--- src/rtl/mmio_port.sv ---
// mmio_port: memory-mapped I/O stage between the CPU memory interface and RAM.
//
// Four reserved byte addresses are served by on-board peripherals instead of
// RAM: an LED register, a synchronized switch input, a free-running tick
// timer, and a 4-digit seven-segment hex display register. Every other
// address passes through to RAM. I/O reads use the same one-cycle latency
// as RAM reads.
//
// Ports:
//   clk        system clock, rising edge
//   rst        asynchronous reset, active low (0 = reset)
//   mem_addr   CPU address
//   mem_wr     CPU write strobe
//   mem_rd     CPU read strobe
//   wdata      CPU write data
//   ram_rdata  RAM read data, valid one cycle after the address
//   ram_wr     write strobe forwarded to RAM (suppressed for I/O addresses)
//   rdata      read data returned to the CPU
//   io_hit     current mem_addr is an I/O address (combinational)
//   SW         slide switches, asynchronous to clk
//   LEDR       LED register output
//   HEX0..HEX3 seven-segment digits, active low, {g,f,e,d,c,b,a}; HEX0 = [3:0]
module mmio_port #(
    parameter logic [7:0] LED_ADDR = 8'hF0,
    parameter logic [7:0] SW_ADDR  = 8'hF1,
    parameter logic [7:0] TMR_ADDR = 8'hF2,
    parameter logic [7:0] HEX_ADDR = 8'hF3,
    parameter int unsigned TMR_DIV = 16
) (
    input  logic        clk,
    input  logic        rst,
    input  logic [7:0]  mem_addr,
    input  logic        mem_wr,
    input  logic        mem_rd,
    input  logic [15:0] wdata,
    input  logic [15:0] ram_rdata,
    output logic        ram_wr,
    output logic [15:0] rdata,
    output logic        io_hit,
    input  logic [9:0]  SW,
    output logic [9:0]  LEDR,
    output logic [6:0]  HEX0,
    output logic [6:0]  HEX1,
    output logic [6:0]  HEX2,
    output logic [6:0]  HEX3
);

    localparam int PSC_W = (TMR_DIV > 2) ? $clog2(TMR_DIV) : 1;
    localparam logic [PSC_W-1:0] PSC_LAST = PSC_W'(TMR_DIV - 1);

    logic [9:0]       led_q, led_d;
    logic [15:0]      hex_q, hex_d;
    logic [15:0]      tmr_q, tmr_d;
    logic [PSC_W-1:0] psc_q, psc_d;
    logic [9:0]       sw_sync1_q, sw_sync2_q;
    logic             rd_sel_q, rd_sel_d;
    logic [15:0]      io_rdata_q, io_rdata_d;
    logic [15:0]      io_val;
    logic             tick;

    // Seven-segment encoder, active low, bit order {g,f,e,d,c,b,a}.
    function automatic logic [6:0] seg7(input logic [3:0] nib);
        case (nib)
            4'h0: seg7 = 7'b1000000;
            4'h1: seg7 = 7'b1111001;
            4'h2: seg7 = 7'b0100100;
            4'h3: seg7 = 7'b0110000;
            4'h4: seg7 = 7'b0011001;
            4'h5: seg7 = 7'b0010010;
            4'h6: seg7 = 7'b0000010;
            4'h7: seg7 = 7'b1111000;
            4'h8: seg7 = 7'b0000000;
            4'h9: seg7 = 7'b0010000;
            4'hA: seg7 = 7'b0001000;
            4'hB: seg7 = 7'b0000011;
            4'hC: seg7 = 7'b1000110;
            4'hD: seg7 = 7'b0100001;
            4'hE: seg7 = 7'b0000110;
            default: seg7 = 7'b0001110;
        endcase
    endfunction

    assign io_hit = (mem_addr == LED_ADDR) || (mem_addr == SW_ADDR) ||
                    (mem_addr == TMR_ADDR) || (mem_addr == HEX_ADDR);
    assign ram_wr = mem_wr & ~io_hit;
    assign tick   = (psc_q == PSC_LAST);

    // NOTE: every always_comb output gets a default first, so no path can
    // leave it unassigned and infer a latch.
    always_comb begin
        led_d      = led_q;
        hex_d      = hex_q;
        tmr_d      = tmr_q;
        psc_d      = tick ? '0 : psc_q + 1'b1;
        io_val     = 16'h0000;
        rd_sel_d   = 1'b0;
        io_rdata_d = io_rdata_q;

        if (tick) begin
            tmr_d = tmr_q + 16'd1;  // wraps FFFF -> 0000 silently
        end

        // A timer load overrides a tick in the same cycle.
        if (mem_wr) begin
            if (mem_addr == LED_ADDR) led_d = wdata[9:0];
            if (mem_addr == HEX_ADDR) hex_d = wdata;
            if (mem_addr == TMR_ADDR) begin
                tmr_d = wdata;
                psc_d = '0;
            end
        end

        // Read value is taken from pre-edge state, so a simultaneous write
        // to the same register returns the old contents.
        if (mem_addr == LED_ADDR)      io_val = {6'b0, led_q};
        else if (mem_addr == SW_ADDR)  io_val = {6'b0, sw_sync2_q};
        else if (mem_addr == TMR_ADDR) io_val = tmr_q;
        else if (mem_addr == HEX_ADDR) io_val = hex_q;

        if (mem_rd) begin
            rd_sel_d   = io_hit;
            io_rdata_d = io_val;
        end
    end

    // NOTE: sequential state uses non-blocking assignments so every flop
    // samples pre-edge values regardless of statement order.
    always_ff @(posedge clk or negedge rst) begin
        if (!rst) begin
            led_q      <= '0;
            hex_q      <= '0;
            tmr_q      <= '0;
            psc_q      <= '0;
            sw_sync1_q <= '0;
            sw_sync2_q <= '0;
            rd_sel_q   <= 1'b0;
            io_rdata_q <= '0;
        end else begin
            led_q      <= led_d;
            hex_q      <= hex_d;
            tmr_q      <= tmr_d;
            psc_q      <= psc_d;
            sw_sync1_q <= SW;          // first stage may go metastable
            sw_sync2_q <= sw_sync1_q;
            rd_sel_q   <= rd_sel_d;
            io_rdata_q <= io_rdata_d;
        end
    end

    assign rdata = rd_sel_q ? io_rdata_q : ram_rdata;
    assign LEDR  = led_q;
    assign HEX0  = seg7(hex_q[3:0]);
    assign HEX1  = seg7(hex_q[7:4]);
    assign HEX2  = seg7(hex_q[11:8]);
    assign HEX3  = seg7(hex_q[15:12]);

endmodule
--- config.mk ---
export PLATFORM = sky130hd
export DESIGN_NAME = mmio_port
export DESIGN_NICKNAME = d
export VERILOG_FILES = /design/src/rtl/mmio_port.sv
export SDC_FILE = /design/constraint.sdc
export NUM_CORES = 1
export LEC_CHECK = 0
export BUFFER_PORTS_ARGS = -buffer_cell sky130_fd_sc_hd__buf_2
export CAP_MARGIN = 40
export CORE_MARGIN = 4
export CORE_UTILIZATION = 54
export CTS_CLUSTER_SIZE = 20
export DETAILED_ROUTE_END_ITERATION = 6
export PLACE_DENSITY = 0.8
export SLEW_MARGIN = 5
export SYNTH_ARGS = -nofsm -noshare
export SYNTH_HDL_FRONTEND = slang
export SYNTH_SLANG_ARGS = --single-unit
--- constraint.sdc ---
create_clock -name clk -period 1.8 [get_ports clk]
set_input_delay 0.36 -clock clk [delete_from_list [all_inputs] [get_ports clk]]
set_output_delay 0.36 -clock clk [all_outputs]
set_load 0.005 [all_outputs]
==> results.tsv <==
stage	metric	value	unit
synth	Gate Count Post-Synth	404	
timing	Setup Viol. Count Final	28	
layout	number of diodes	0	
drt	post-route ant nets	0	
synth	number of distinct library cells after synthesis	45	
timing	Final Cycle Share	117	%
global_route	initial antenna violation count	0	
die	core area	0.00830	mm2
cts	CTS Buf Count	9	
synth	largest cells by area after synthesis	dfrtp_1 (45%), mux2_2 (8.2%), ha_1 (7.0%)	
synth	Yosys top cell area share	44.7	%
synth	syn nets	484	
placement	pre-CTS WS	-24.1	ps
cts	H-tree depth	3	
drt	Initial DRC Count	308	
synth	Post-synth EDFFs	0	
pwr	Cell Pwr Density	741	mW/mm2
pwr	Pwr Total	4980	uW
global_route	largest net degree at the start of global routing	47	
synth	Seq/Total Area, Yosys	44.7	%
timing	f_max	0.473	GHz
timing	RSZ-0062 raised after global routing	yes	
synth	Yosys Warn Count	0	
setup_path	Worst Setup SP	hex_q[13]	
die	num ports	110	
cts	CTS root buffer	clkbuf_8	
timing	final setup margin	-314	ps
synth	post-synthesis mux area share	20.9	%
synth	Synth Area in Simple Gates	11.7	%
outcome	violated checks	negative setup slack	
cts	CTS Buffer Depth	2	
synth	Synth async-reset ratio	100	%
timing	Final Max Slew Viols	0	
layout	P&R area growth vs syn	44.3	%
job	# Max-Cap Violations	0	
global_route	GRT Total Usage	25.5	%
drt	drt drc	0	
timing	Final min period	2110	ps
cts	CTS sink cnt	83	
global_route	first-pass GRT wire length	20.3	mm
placement	RePlAce Congestion	0.880	
drt	via count	4091	
timing	Setup Skew	8.68	ps
drt	final WL	14.4	mm
synth	XOR/XNOR Fraction of Synth Area	3.01	%
placement	cell area after placement	0.00547	mm2
setup_path	CP Capture Type	output pin	
outcome	status	complete, but fails checks	
setup_path	Worst EP arrival	1750	ps
timing	Sum Neg Setup Slack	-4520	ps
synth	Post-Syn Area	0.00465	mm2
pwr	Worst VDD drop	0.608	mV
layout	Design Area, Final	0.00671	mm2
global_route	GR Overflow Total	0	
pwr	total leakage power	0.00318	uW
synth	largest area contributor in the netlist	dfrtp_1	
layout	layout cells sized above 1	57.5	%
drt	vias per cell	6.09	
cts	CTS tree	built	
cts	Reg clk slew, reported paths	90	ps
die	initial core utilization	56.0	%
timing	max_slew headroom	59.6	%
hold_path	min-delay src	SW[7]	
timing	Final Hold Fails	0	
synth	adder-cell area share of the yosys netlist	7.00	%
placement	Buffers on Ports	109	
synth	top cells by count, synth	dfrtp_1 (83), mux2_2 (34), nor2_1 (32), a21oi_1 (31), ha_1 (26)	
synth	largest family of logic cells by synthesized area	multiplexers	
synth	Compound-Gate Fraction of Synth Area	9.31	%
synth	Avg Cell Area, Syn	11.5	um2
hold_path	worst min-delay path class	in2reg	
setup_path	CP startpoint kind	flip-flop	
cts	worst skew pair latency	350	ps
drt	Detailed Routing Iterations Pass 1	5	
global_route	vias in the first global route	4026	
die	die footprint	0.0102	mm2
setup_path	worst r2r src	psc_q[0]	
setup_path	Max FO, Critical Path	3	
synth	top-count cell post-synth	dfrtp_1	
layout	fillers	399	
setup_path	Crit Path Class	reg2out	
synth	Primary FF master, synth	dfrtp_1	
die	Die Y	101	um
drt	DR WL/cell	21.4	um
die	die width	101	um
die	row count	33	
setup_path	CP required	1440	ps
layout	nets	642	
placement	hpwl dp	8.28	mm
timing	worst-margin pin slew	607	ps
synth	Yosys reg bits	83	
==> critical path: stages, from the launching register on <==
cell and delay (ps):
dfrtp_1 410, inv_2 110, ha_4 290, inv_2 30, mux4_2 430, buf_2 140
==> kinds of logic (layout without fill, tap and decap cells) <==
group / Yosys count / after routing
AND/OR/NAND/NOR: 99 / 99
AO/OA/AOI/OAI: 71 / 71
multiplexers: 73 / 73
buffers and inverters: 36 / 199
adder cells (fa/ha/maj): 26 / 26
flip-flops: 83 / 83
XOR/XNOR: 16 / 16
==> report_power, final <==
group | switching [uW] | internal (uW) | total [uW] | leakage [uW]
Combinational | 499 | 587 | 1090 | 0.00199
Sequential | 229 | 2030 | 2260 | 0.00107
Clock | 668 | 962 | 1630 | 0.000117
==> final timing paths <==
| kind | endpoint | slack (ps) | cells past startpoint |
|---|---|---|---|
| max in group asynchronous | hex_q[4] | 800 | 3 |
| setup reg to reg | tmr_q[14] | 90 | 6 |
| hold / removal | sw_sync1_q[7] | 110 | 1 |
| hold reg to reg | sw_sync2_q[6] | 350 | 0 |
| min in group asynchronous | sw_sync1_q[0] | 400 | 2 |
| setup / recovery | HEX3[3] | -310 | 5 |
==> routing by layer <==
metal	wire length (um)	share of wire, %	vias up	track usage [%]
li1	-	-	1770	-
met1	5590	39	2064	33.6
met2	7520	52	221	43.7
met3	845	5.9	36	3.67
met4	400	2.8	0	7.88
met5	0	0	-	0
==> per-stage QoR <==
step                      hold WS [ps]  std cells  util, %
after global placement             230        625     65.9
final                              107        672     80.9
after global routing              88.1        672     80.9
after floorplan                   64.4        404        -
after detailed placement           233        625     65.9
after CTS                          106        661     74.3
==> sequential cells by signal (all words and copies together), names as in the netlist <==
name	count
LEDR	10
tmr_q	16
psc_q	4
io_rdata_q	16
rd_sel_q	1
sw_sync1_q	10
hex_q	16
sw_sync2_q	10
==> placed cells by master (no fill, tap or decap), types with 7 or more instances in the layout <==
| cell | instances |
|---|---|
| a21oi_1 | 26 |
| a22o_1 | 12 |
| buf_2 | 92 |
| buf_4 | 29 |
| buf_6 | 40 |
| clkbuf_8 | 10 |
| dfrtp_1 | 73 |
| dfrtp_2 | 10 |
| ha_4 | 20 |
| mux2_2 | 17 |
| mux2_4 | 27 |
| mux2i_1 | 16 |
| mux4_2 | 12 |
| nand2_1 | 13 |
| nand3_1 | 7 |
| nor2_1 | 28 |
| o21ai_1 | 8 |
| o21ai_2 | 8 |
| xnor2_1 | 9 |
| xor2_1 | 7 |
==> layout make-up <==
type	count	area, um2	area share (%)
inverters	16	80.1	1.19
multi-input cells	285	2930	43.7
flip-flops and latches	83	2090	31.1
clock inverters	4	97.6	1.45
well taps	105	131	1.96
clock buffers	12	145	2.16
repair buffers	167	1230	18.4
==> repair_timing <==
action                                  4_1_cts  5_1_grt
hold buffers                                  1        0
endpoints found under the setup margin       42       49
hold endpoints to repair                     13        0
resized for setup                            94       98
cloned                                        0        0
setup buffers                                19       15
pin swaps                                    15       22
Power figures use the tool's default switching activity.
